File: src/rtl/cmp_hysteresis_monitor.sv
// cmp_hysteresis_monitor: debounced alarm with hysteresis on comparator flags.
// Emits rise/fall pulses, a saturating rise counter and a sticky format error.
module cmp_hysteresis_monitor #(
    parameter int CONFIRM_N = 3,
    parameter int CNT_W     = 4,
    parameter int EVT_W     = 8
) (
    input  logic             clk,
    input  logic             rst_n,
    input  logic             in_valid,
    input  logic             greater,
    input  logic             equal,
    input  logic             less,
    input  logic             clear,
    output logic             alarm,
    output logic             alarm_rise,
    output logic             alarm_fall,
    output logic [CNT_W-1:0] streak,
    output logic [EVT_W-1:0] rise_count,
    output logic             err_flag
);

    typedef enum logic {
        S_LOW  = 1'b0,
        S_HIGH = 1'b1
    } state_t;

    localparam bit CFG_OK =
        (CONFIRM_N >= 1) && (CONFIRM_N <= (2 ** CNT_W) - 1);
    localparam logic [CNT_W-1:0] CONF    = CONFIRM_N[CNT_W-1:0];
    localparam logic [EVT_W-1:0] EVT_MAX = '1;

    state_t           state;
    state_t           state_nxt;
    logic [CNT_W-1:0] streak_nxt;
    logic [CNT_W-1:0] streak_inc;
    logic             onehot;
    logic             malformed;
    logic             qual;
    logic             hit;
    logic             qual_step;
    logic             nonqual;
    logic             rise_ev;
    logic             fall_ev;

    // Classify the incoming sample against the current alarm level.
    always_comb begin
        onehot     = (greater ^ equal ^ less) & ~(greater & equal & less);
        malformed  = in_valid & ~onehot;
        qual       = in_valid & onehot &
                     ((state == S_LOW) ? greater : less);
        streak_inc = streak + CNT_W'(1);
        hit        = qual & (streak_inc == CONF);
        qual_step  = qual & ~hit;
        nonqual    = in_valid & onehot & ~qual;
    end

    // Next state, next streak and transition events.
    always_comb begin
        state_nxt  = state;
        streak_nxt = streak;
        rise_ev    = 1'b0;
        fall_ev    = 1'b0;
        unique case (1'b1)
            malformed: begin
                state_nxt  = state;
                streak_nxt = streak;
            end
            hit: begin
                streak_nxt = '0;
                unique case (state)
                    S_LOW: begin
                        state_nxt = S_HIGH;
                        rise_ev   = 1'b1;
                    end
                    S_HIGH: begin
                        state_nxt = S_LOW;
                        fall_ev   = 1'b1;
                    end
                    default: state_nxt = S_LOW;
                endcase
            end
            qual_step: streak_nxt = streak_inc;
            nonqual:   streak_nxt = '0;
            default: begin
                state_nxt  = state;
                streak_nxt = streak;
            end
        endcase
    end

    // Alarm level state and confirmation streak.
    always_ff @(posedge clk or negedge rst_n) begin
        if (!rst_n) begin
            state  <= S_LOW;
            streak <= '0;
        end else begin
            state  <= state_nxt;
            streak <= streak_nxt;
        end
    end

    // One-cycle edge pulses, registered alongside the state change.
    always_ff @(posedge clk or negedge rst_n) begin
        if (!rst_n) begin
            alarm_rise <= 1'b0;
            alarm_fall <= 1'b0;
        end else begin
            alarm_rise <= rise_ev;
            alarm_fall <= fall_ev;
        end
    end

    // Saturating rise counter; clear takes priority over a rise.
    always_ff @(posedge clk or negedge rst_n) begin
        if (!rst_n) begin
            rise_count <= '0;
        end else if (clear) begin
            rise_count <= '0;
        end else if (rise_ev && rise_count != EVT_MAX) begin
            rise_count <= rise_count + EVT_W'(1);
        end
    end

    // Sticky error for non-one-hot valid flags; clear takes priority.
    always_ff @(posedge clk or negedge rst_n) begin
        if (!rst_n) begin
            err_flag <= 1'b0;
        end else if (clear) begin
            err_flag <= 1'b0;
        end else if (malformed) begin
            err_flag <= 1'b1;
        end
    end

    // Out-of-range confirmation count is a configuration error.
    always_ff @(posedge clk) begin
        if (rst_n) begin
            cfg_range: assert (CFG_OK);
        end
    end

    assign alarm = (state == S_HIGH);

endmodule

File: config.mk
export PLATFORM = sky130hd
export DESIGN_NAME = cmp_hysteresis_monitor
export DESIGN_NICKNAME = d
export VERILOG_FILES = /design/src/rtl/cmp_hysteresis_monitor.sv
export SDC_FILE = /design/constraint.sdc
export NUM_CORES = 1
export LEC_CHECK = 0
export BUFFER_PORTS_ARGS = -buffer_cell sky130_fd_sc_hd__buf_4
export CAP_MARGIN = 5
export CORE_MARGIN = 1.5
export CORE_UTILIZATION = 51
export DETAILED_ROUTE_END_ITERATION = 10
export GPL_ROUTABILITY_DRIVEN = 0
export PLACE_DENSITY_LB_ADDON = 0.05
export SYNTH_ARGS = -nofsm -noshare
export SYNTH_HDL_FRONTEND = slang
export SYNTH_SLANG_ARGS = --single-unit
File: constraint.sdc
create_clock -name clk -period 2.5 [get_ports clk]
set_clock_uncertainty 0.15 [all_clocks]
set_input_delay 0.625 -clock clk [delete_from_list [all_inputs] [get_ports clk]]
set_output_delay 0.625 -clock clk [all_outputs]
set_load 0.05 [all_outputs]
==> run summary, run 1 <==
total power: 817 uW
sw frac: 42.7%
IO Port Bufs: 22
final slew viol count: 0
share of post-route cells with drive strength above 1: 30.7%
cts hold-fix bufs: 0
Post-synth top flop: dfrtp_1
Crit path arrival time: 2.43 ns
Crit Reg-Reg Endpoint: rise_count[4]
buffer type at the clock tree root: clkbuf_4
slew margin rel.: 56.0%
total number of vias: 856
final worst path period need: 2.37 ns
EDFF count, synth: 0
leakage: 0.000567 uW
Synth Cell Area: 950 um^2
Total Routing Usage GR: 20.5%
TritonCTS sink count: 16
vias in the first global route: 734
CP Max Fanout: 12
grt total ovfl: 0
combinational power share: 41.9%
worst ir drop on vdd: 0.716 mV
reg2reg setup slack: 0.13 ns
row count: 15
# Post-CTS Setup Buffers: 0
total die area: 2130 um^2
largest net degree at the start of global routing: 17
Routed Antenna Nets: 0
area leader, netlist: dfrtp_1
critical path, cell by cell: ha_1 > nor4b_1 > a31oi_2 > buf_4 > or4_1 > a21oi_1
Synth Warn #: 0
Layout area overhead: 28.5%
slowest stage delay, CP: 0.46 ns
Worst R2R Start: streak[1]
max cap viols: 0
Yosys top cell area share: 42.2%
initial core utilization: 54.4%
Routed WL per cell: 13.2 um
Register-to-Register Path Depth: 6
Achievable Freq: 423 MHz
# IOs: 23
P_sw: 349 uW
Worst-Skew Late Latency: 0.28 ns
PD cells: 670 nW/um^2
clock buffers created by TritonCTS: 3
Avg Inst Size Synth: 9.79 um^2
Clk pin slew, worst setup/hold paths: 0.09 ns
Setup CP Type: flop to flop
chip height: 46.2 um
fin util: 69.9%
synthesis-stage register bit count: 16
Final setup viols: 0
Pint: 468 uW
CORE AREA: 1750 um^2
antenna violations before repair: 0
Clock Path Buffers: 2
Routed WL: 2.00 mm
chip width: 46.2 um
commonest non-fill, non-tap cells in the layout: 32 x buf_4, 16 x dfrtp_1, 7 x nand2_1
CP required: 2.57 ns
Seq/Total Area, Yosys: 42.2%
first-pass GRT wire length: 3.14 mm
DRT Pass-1 Iters: 4
commonest non-fill, non-tap cell in the layout: buf_4
setup_tns: 0 ns
Least-Margin Pin Slew: 0.658 ns
asr flop ratio synth: 100%
n_diodes: 0
Reg power frac: 41.6%
DP Cell Count: 149
Synthesized Nets: 108
Layout Cells excl Fill: 152
top cells by area, synth: dfrtp_1 42%, ha_1 5.3%, or4_1 4.7%
Final Hold Fails: 0
via density per instance: 5.63
worst min path class: input port to asynchronous set/reset pin
status: finished clean
Layout Nets: 140
Cells after Synth: 97
CTS tree: done
Initial DRC Count: 13
DRC: 0
Clock Power Share: 16.6%
RSZ-0062 raised after global routing: no
filler instances: 145
H-tree depth: 1
CP max stage cell: dfrtp_1
Detailed Place HPWL: 1.47 mm
Netlist cell types: 37
crit path capture type: flop
fin crit share: 94.6%
Worst Setup Start Kind: flop
-- cell usage after synthesis (3+ instances only) --
library cell and n:
nor2b_1 4, dfrtp_1 16, o31ai_1 4, or4_1 6, nor2_1 4, nand3_1 4
o21ai_0 5, nand2_1 7, a21oi_1 4, ha_1 4, nor3b_1 3, buf_2 3
-- per-stage QoR --
step	worst slack (ns)	hold WS, ns	cell area (um^2)
finish	0.134	0.0294	1220
global route	0.0520	0.0405	1220
CTS	0.109	0.0313	1210
detailed placement	-0.109	0.338	1190
global placement	-0.0279	0.333	1190
floorplan	0.108	0.179	950
-- layout make-up --
cell class | instances | area (um^2) | area share (%)
multi-input cells | 74 | 518 | 42.5
flip-flops and latches | 16 | 400 | 32.8
repair buffers | 32 | 240 | 19.7
well taps | 25 | 31.3 | 2.56
clock buffers | 3 | 22.5 | 1.85
inverters | 2 | 7.51 | 0.615
-- flip-flops by register name, summed over array words and instances, names as in the netlist --
register,flops
err_flag,1
rise_count,8
alarm_fall,1
alarm,1
alarm_rise,1
streak,4
-- critical path: cells and delay by family, from the launching register on --
family / cells / cell delay [ns]
AO/OA/AOI/OAI: 2 / 0.35
buffers and inverters: 1 / 0.25
AND/OR/NAND/NOR: 2 / 0.84
flip-flops: 1 / 0.46
adder cells (fa/ha/maj): 1 / 0.24
-- layer usage --
layer	track usage, %	vias to the layer above	part of all wire (%)
met5	0	-	0
met4	10.3	0	1.3
met3	2.75	4	3.1
met2	32.5	21	47
met1	27.1	400	48
li1	-	431	-
-- power groups by stage --
stage	Sequential, uW	Clock, uW	Combinational, uW
floorplan	426	0	137
global placement	342	0	333
detailed placement	343	0	337
CTS	338	139	338
global route	349	145	363
finish	340	135	342
-- cell families after synthesis --
logic type	share of synthesized area [%]
compound gates	18.1
xor+xnor	1.84
fa+ha+maj	5.27
buf+inv	3.95
flops	42.2
mux	2.37
simple gates	26.4
-- worst max path at each step --
stage,start,endpoint,slack [ns],cells after the start
finish,streak[1],rise_count[4],0.13,6
global route,streak[0],rise_count[2],0.05,6
CTS,streak[0],rise_count[1],0.11,7
detailed placement,greater,rise_count[5],-0.11,7
global placement,greater,rise_count[5],-0.03,7
floorplan,greater,rise_count[5],0.11,6
-- what timing repair did --
| item | 4_1_cts | 5_1_grt |
|---|---|---|
| gates resized for setup | 0 | 1 |
| endpoints found under the hold margin | 0 | 0 |
| endpoints found under the setup margin | 0 | 6 |
Note: power is estimated with default switching activity, not from simulation.
==> run 2: changes to the inputs <==
--- a/config.mk
+++ b/config.mk
@@ -5,10 +5,11 @@
 export SDC_FILE = /design/constraint.sdc
 export NUM_CORES = 1
 export LEC_CHECK = 0
+export ABC_AREA = 1
 export BUFFER_PORTS_ARGS = -buffer_cell sky130_fd_sc_hd__buf_4
 export CAP_MARGIN = 5
 export CORE_MARGIN = 1.5
-export CORE_UTILIZATION = 51
+export CORE_UTILIZATION = 52
 export DETAILED_ROUTE_END_ITERATION = 10
 export GPL_ROUTABILITY_DRIVEN = 0
 export PLACE_DENSITY_LB_ADDON = 0.05
==> run summary, run 2 <==
Setup CP Type: input port to flop (was flop to flop)
CTS tree: done (unchanged)
top sig layer: met3 (was met4)
Layout area overhead: 21.2% (was 28.5%)
DRT Pass-1 Iters: 4 (unchanged)
Post-synth top flop: dfrtp_1 (unchanged)
antenna violations before repair: 0 (unchanged)
H-tree depth: 1 (unchanged)
chip height: 46.6 um (was 46.2 um)
Cells after Synth: 124 (was 97)
Least-Margin Pin Slew: 0.452 ns (was 0.658 ns)
Largest register FFs: 8 (unchanged)
PD cells: 644 nW/um^2 (was 670 nW/um^2)
initial core utilization: 56.1% (was 54.4%)
worst min path class: input port to asynchronous set/reset pin (unchanged)
max cap viols: 0 (unchanged)
TritonCTS sink count: 16 (unchanged)
asr flop ratio synth: 100% (unchanged)
fin util: 68.0% (was 69.9%)
Avg Inst Size Synth: 7.98 um^2 (was 9.79 um^2)
Synthesized Nets: 135 (was 108)
slew margin rel.: 69.9% (was 56.0%)
commonest non-fill, non-tap cells in the layout: 32 x nand2_1, 22 x buf_4, 20 x inv_1 (was 32 x buf_4, 16 x dfrtp_1, 7 x nand2_1)
Post-synth top cells: 32 x nand2_1, 20 x inv_1, 16 x dfrtp_1, 13 x nand3_1, 9 x nand4_1 (was 16 x dfrtp_1, 7 x nand2_1, 6 x or4_1, 5 x o21ai_0)
leakage: 0.000709 uW (was 0.000567 uW)
area leader, netlist: dfrtp_1 (unchanged)
Synth Warn #: 0 (unchanged)
Worst-Skew Late Latency: 0.28 ns (about the same)
total number of vias: 839 (was 856)
commonest non-fill, non-tap cell in the layout: nand2_1 (was buf_4)
EDFF count, synth: 0 (unchanged)
met2 wire length: 910 um (was 945 um)
Clk pin slew, worst setup/hold paths: 0.09 ns (about the same)
fin crit share: 80.5% (was 94.6%)
Seq/Total Area, Yosys: 40.5% (was 42.2%)
placed standard-cell area: 1180 um^2 (was 1190 um^2)
clock buffers created by TritonCTS: 3 (unchanged)
share of post-route cells with drive strength above 1: 23.8% (was 30.7%)
Routed WL per cell: 11.8 um (was 13.2 um)
final slew viol count: 0 (unchanged)
Final Hold Fails: 0 (unchanged)
n_diodes: 0 (unchanged)
CORE AREA: 1760 um^2 (was 1750 um^2)
Clock Power Share: 17.6% (was 16.6%)
CP Max Fanout: 8 (was 12)
Synth Cell Area: 990 um^2 (was 950 um^2)
RSZ-0062 raised after global routing: no (unchanged)
Netlist cell types: 24 (was 37)
Worst Setup Start Kind: input port (was flop)
CP required: 2.52 ns (was 2.57 ns)
Routed Antenna Nets: 0 (unchanged)
Met3 Wirelength: 62 um (unchanged)
buffer type at the clock tree root: clkbuf_4 (unchanged)
design area: 1200 um^2 (was 1220 um^2)
dpl ws: 0.192 ns (was -0.109 ns)
synthesis-stage register bit count: 16 (unchanged)
Layout Cells excl Fill: 172 (was 152)
Largest Register: rise_count (unchanged)
total die area: 2170 um^2 (was 2130 um^2)
Crit path arrival time: 2.04 ns (was 2.43 ns)
final worst path period need: 2.01 ns (was 2.37 ns)
vias in the first global route: 738 (was 734)
most common cell in the netlist: nand2_1 (was dfrtp_1)
first-pass GRT wire length: 3.37 mm (was 3.14 mm)
sw frac: 44.2% (was 42.7%)
largest registers: rise_count (8), streak (4) (unchanged)
# Post-CTS Setup Buffers: 0 (unchanged)
WL met1: 1.05 mm (was 966 um)
CTS resizes: 0 (unchanged)
Layout Nets: 160 (was 140)
P_sw: 341 uW (was 349 uW)
DRC: 0 (unchanged)
Reg power frac: 44.6% (was 41.6%)
Yosys top cell area share: 40.5% (was 42.2%)
Routed WL: 2.02 mm (was 2.00 mm)
Achievable Freq: 497 MHz (was 423 MHz)
# IOs: 23 (unchanged)
via density per instance: 4.88 (was 5.63)
worst ir drop on vdd: 0.524 mV (was 0.716 mV)
Pint: 431 uW (was 468 uW)
chip width: 46.6 um (was 46.2 um)
crit path capture type: flop (unchanged)
IO Port Bufs: 22 (unchanged)
row count: 15 (unchanged)
Detailed Place HPWL: 1.49 mm (was 1.47 mm)
combinational power share: 37.8% (was 41.9%)
post-route setup slack: 0.487 ns (was 0.134 ns)
Initial DRC Count: 18 (was 13)
largest net degree at the start of global routing: 17 (unchanged)
cts hold-fix bufs: 0 (unchanged)
DP Cell Count: 169 (was 149)
status: finished clean (unchanged)
Clock Path Buffers: 2 (unchanged)
setup_tns: 0 ns (unchanged)
top cells by area, synth: dfrtp_1 40%, nand2_1 12%, inv_1 7.6% (was dfrtp_1 42%, ha_1 5.3%, or4_1 4.7%)
grt total ovfl: 0 (unchanged)
Total Routing Usage GR: 22.0% (was 20.5%)
Final setup viols: 0 (unchanged)
run 2: through the flow:
step,hold WS [ns],total power (uW)
detailed placement,0.349,643
global placement,0.345,636
global route,0.0382,814
finish,0.0364,772
floorplan,0.179,550
CTS,0.0312,781
run 2: logic make-up (layout without fill, tap and decap cells):
| family | Yosys count | after routing | synth area share [%] |
|---|---|---|---|
| DFF | 16 | 16 | 40.5 |
| adders and majority gates | 4 | 4 | 5.06 |
| xor gates and xnor gates | 3 | 3 | 2.66 |
| AOI/OAI and AO/OA | 11 | 11 | 6.45 |
| and+or+nand+nor | 67 | 67 | 36.5 |
| buffers and inverters | 23 | 46 | 8.85 |
run 2: final timing paths:
path | start | end | slack [ns] | cells past startpoint
worst max-delay path | greater | rise_count[2] | 0.49 | 8
worst min-delay path | rst_n | streak[2] | 0.04 | 1
worst max register to register | streak[0] | rise_count[2] | 0.64 | 7
worst min register to register | err_flag | err_flag | 0.38 | 2
max in group asynchronous | rst_n | rise_count[3] | 1.98 | 1
min in group clk | clear | err_flag | 0.34 | 2
run 2: layout make-up:
type / count / area (um^2)
Clock buffer: 3 / 22.5
Fill cell: 168 / 564
Inverter: 21 / 78.8
Multi-Input combinational cell: 85 / 502
Sequential cell: 16 / 400
Tap cell: 25 / 31.3
Timing Repair Buffer: 22 / 165
run 2: power by group through the flow:
stage               combinational (uW)  sequential [uW]  clock, uW
floorplan                          105              445          0
global placement                   288              348          0
detailed placement                 294              349          0
CTS                                295              344        142
global route                       314              350        150
finish                             292              345        136
run 2: critical path, cell delays in order:
cell,delay (ns)
buf_4,0.12
ha_1,0.32
nand2_1,0.11
nand4_2,0.18
nor2_4,0.23
nand4_2,0.24
nand3_1,0.14
nand2_1,0.07
run 2: layer usage:
| metal | GRT usage, % | vias to the layer above |
|---|---|---|
| met5 | 0 | - |
| met4 | 5.00 | 0 |
| met3 | 3.53 | 0 |
| met2 | 34.2 | 14 |
| met1 | 32.0 | 373 |
| li1 | - | 452 |
==> run 3: changes to the inputs <==
--- a/config.mk
+++ b/config.mk
@@ -5,11 +5,11 @@
 export SDC_FILE = /design/constraint.sdc
 export NUM_CORES = 1
 export LEC_CHECK = 0
-export ABC_AREA = 1
+export ABC_AREA = 0
 export BUFFER_PORTS_ARGS = -buffer_cell sky130_fd_sc_hd__buf_4
 export CAP_MARGIN = 5
 export CORE_MARGIN = 1.5
-export CORE_UTILIZATION = 52
+export CORE_UTILIZATION = 51
 export DETAILED_ROUTE_END_ITERATION = 10
 export GPL_ROUTABILITY_DRIVEN = 0
 export PLACE_DENSITY_LB_ADDON = 0.05
==> constraint.sdc (replaced) <==
create_clock -name clk -period 1.95 [get_ports clk]
set_clock_uncertainty 0.15 [all_clocks]
set_input_delay 0.4875 -clock clk [delete_from_list [all_inputs] [get_ports clk]]
set_output_delay 0.4875 -clock clk [all_outputs]
set_load 0.05 [all_outputs]
==> run summary, run 3 (synthesized netlist as in run 1, its figures left out) <==
critical path, cell by cell: buf_8 > ha_4 > and4bb_1 > a22oi_1 > buf_4 > buf_12 > or4_4 > a21oi_2 (was buf_4 > ha_1 > nand2_1 > nand4_2 > nor2_4 > nand4_2 > nand3_1 > nand2_1)
# IOs: 23 (unchanged)
violated checks: negative setup slack
max cap viols: 0 (unchanged)
Layout Nets: 158 (was 160)
dpl ws: -0.319 ns (was 0.192 ns)
largest net degree at the start of global routing: 17 (unchanged)
Initial DRC Count: 62 (was 18)
Worst-Skew Late Latency: 0.29 ns (was 0.28 ns)
hold slack final: 0.273 ns (was 0.0364 ns)
CORE AREA: 1750 um^2 (was 1760 um^2)
Routed Antenna Nets: 0 (unchanged)
Largest register FFs: 8 (unchanged)
Detailed Place HPWL: 1.75 mm (was 1.49 mm)
Clock Path Buffers: 2 (unchanged)
Crit path arrival time: 2.16 ns (was 2.04 ns)
Least-Margin Pin Slew: 0.589 ns (was 0.452 ns)
crit path capture type: flop (unchanged)
sw frac: 43.4% (was 44.2%)
DRC: 0 (unchanged)
largest registers: rise_count (8), streak (4) (unchanged)
chip height: 46.2 um (was 46.6 um)
combinational power share: 54.4% (was 37.8%)
share of post-route cells with drive strength above 1: 62.3% (was 23.8%)
grt total ovfl: 0 (unchanged)
H-tree depth: 1 (unchanged)
worst ir drop on vdd: 0.823 mV (was 0.524 mV)
worst min path class: input port to flop (was input port to asynchronous set/reset pin)
Routed WL per cell: 22.1 um (was 11.8 um)
commonest non-fill, non-tap cell in the layout: buf_4 (was nand2_1)
CP max stage cell: or4_4 (was ha_1)
clock buffers created by TritonCTS: 3 (unchanged)
P_sw: 634 uW (was 341 uW)
CP Max Fanout: 8 (unchanged)
antenna violations before repair: 0 (unchanged)
Routed WL: 3.78 mm (was 2.02 mm)
chip width: 46.2 um (was 46.6 um)
leakage: 0.000679 uW (was 0.000709 uW)
filler instances: 71 (was 168)
initial core utilization: 54.4% (was 56.1%)
Worst Setup Start Kind: input port (unchanged)
Clk pin slew, worst setup/hold paths: 0.10 ns (was 0.09 ns)
Clock Power Share: 15.4% (was 17.6%)
vias in the first global route: 883 (was 738)
CP delay by family, top: simple AND/OR/NAND/NOR gates (unchanged)
via density per instance: 6.54 (was 4.88)
commonest non-fill, non-tap cells in the layout: 45 x buf_4, 11 x dfrtp_2, 6 x nand2_1 (was 32 x nand2_1, 22 x buf_4, 20 x inv_1)
slowest stage delay, CP: 0.49 ns (was 0.32 ns)
total number of vias: 1119 (was 839)
buffer type at the clock tree root: clkbuf_4 (unchanged)
Reg power frac: 30.2% (was 44.6%)
fin util: 91.0% (was 68.0%)
fin crit share: 108%
n_diodes: 0 (unchanged)
Largest Register: rise_count (unchanged)
status: complete, but fails checks (was finished clean)
row count: 15 (unchanged)
setup_tns: -0.731 ns (was 0 ns)
TritonCTS sink count: 16 (unchanged)
IO Port Bufs: 22 (unchanged)
CTS tree: done (unchanged)
Achievable Freq: 477 MHz
Pint: 826 uW (was 431 uW)
Total Routing Usage GR: 28.0% (was 22.0%)
Final setup viols: 9 (was 0)
reg2reg setup slack: -0.14 ns (was 0.64 ns)
RSZ-0062 raised after global routing: yes (was no)
first-pass GRT wire length: 4.14 mm (was 3.37 mm)
post-route setup slack: -0.146 ns (was 0.487 ns)
Layout area overhead: 67.2% (was 21.2%)
PD cells: 919 nW/um^2 (was 644 nW/um^2)
Buf/Inv on CP: 3 (was 1)
Final Hold Fails: 0 (unchanged)
slew margin rel.: 60.3% (was 69.9%)
Setup CP Type: input port to flop (unchanged)
final slew viol count: 0 (unchanged)
final worst path period need: 2.10 ns
total die area: 2130 um^2 (was 2170 um^2)
DRT Pass-1 Iters: 4 (unchanged)
CP required: 2.02 ns (was 2.52 ns)
total power: 1460 uW (was 772 uW)
## run 3: repair_timing
| item | in CTS | in global routing |
|---|---|---|
| hold buffers | 1 | 0 |
| endpoints found under the hold margin | 16 | 0 |
| pin swaps | 7 | 10 |
| cloned | 1 | 0 |
| resized for setup | 8 | 15 |
| setup endpoints to repair | 6 | 9 |
| setup buffers | 3 | 11 |
## run 3: cell type report
type                       instances  area [um^2]  area share (%)
tap                               25         31.3            1.97
sequential                        16          414            26.1
inverter                           2         7.51           0.473
clock buffer                       4         36.3            2.29
multi-input combinational         75          704            44.4
timing repair buffer              49          394            24.8
## run 3: through the flow
| step | instances | area, um^2 |
|---|---|---|
| 6_report | 171 | 1590 |
| 3_3_place_gp | 151 | 1330 |
| 3_5_place_dp | 151 | 1330 |
| 2_1_floorplan | 97 | 1070 |
| 4_1_cts | 160 | 1450 |
| 5_1_grt | 171 | 1590 |
## run 3: worst paths after layout
path | cells past startpoint | to | start
min in group asynchronous | 2 | alarm_fall | rst_n
min reg2reg | 1 | err_flag | err_flag
max in group asynchronous | 2 | rise_count[6] | rst_n
max | 8 | rise_count[4] | greater
min | 2 | rise_count[2] | clear
max reg2reg | 7 | rise_count[2] | streak[1]
## run 3: routing by layer
layer / GRT usage (%) / vias to the layer above / wire length [um]
met5: 0 / - / 0
met4: 11.4 / 0 / 153
met3: 5.49 / 22 / 293
met2: 45.8 / 89 / 1820
met1: 35.7 / 543 / 1510
li1: - / 465 / -
## run 3: power groups by stage
stage          logic (uW)  registers, uW  clock network [uW]
2_1_floorplan         233            569                   0
3_3_place_gp          540            444                   0
3_5_place_dp          556            450                   0
4_1_cts               621            444                 223
5_1_grt               822            443                 239
6_report              794            441                 225
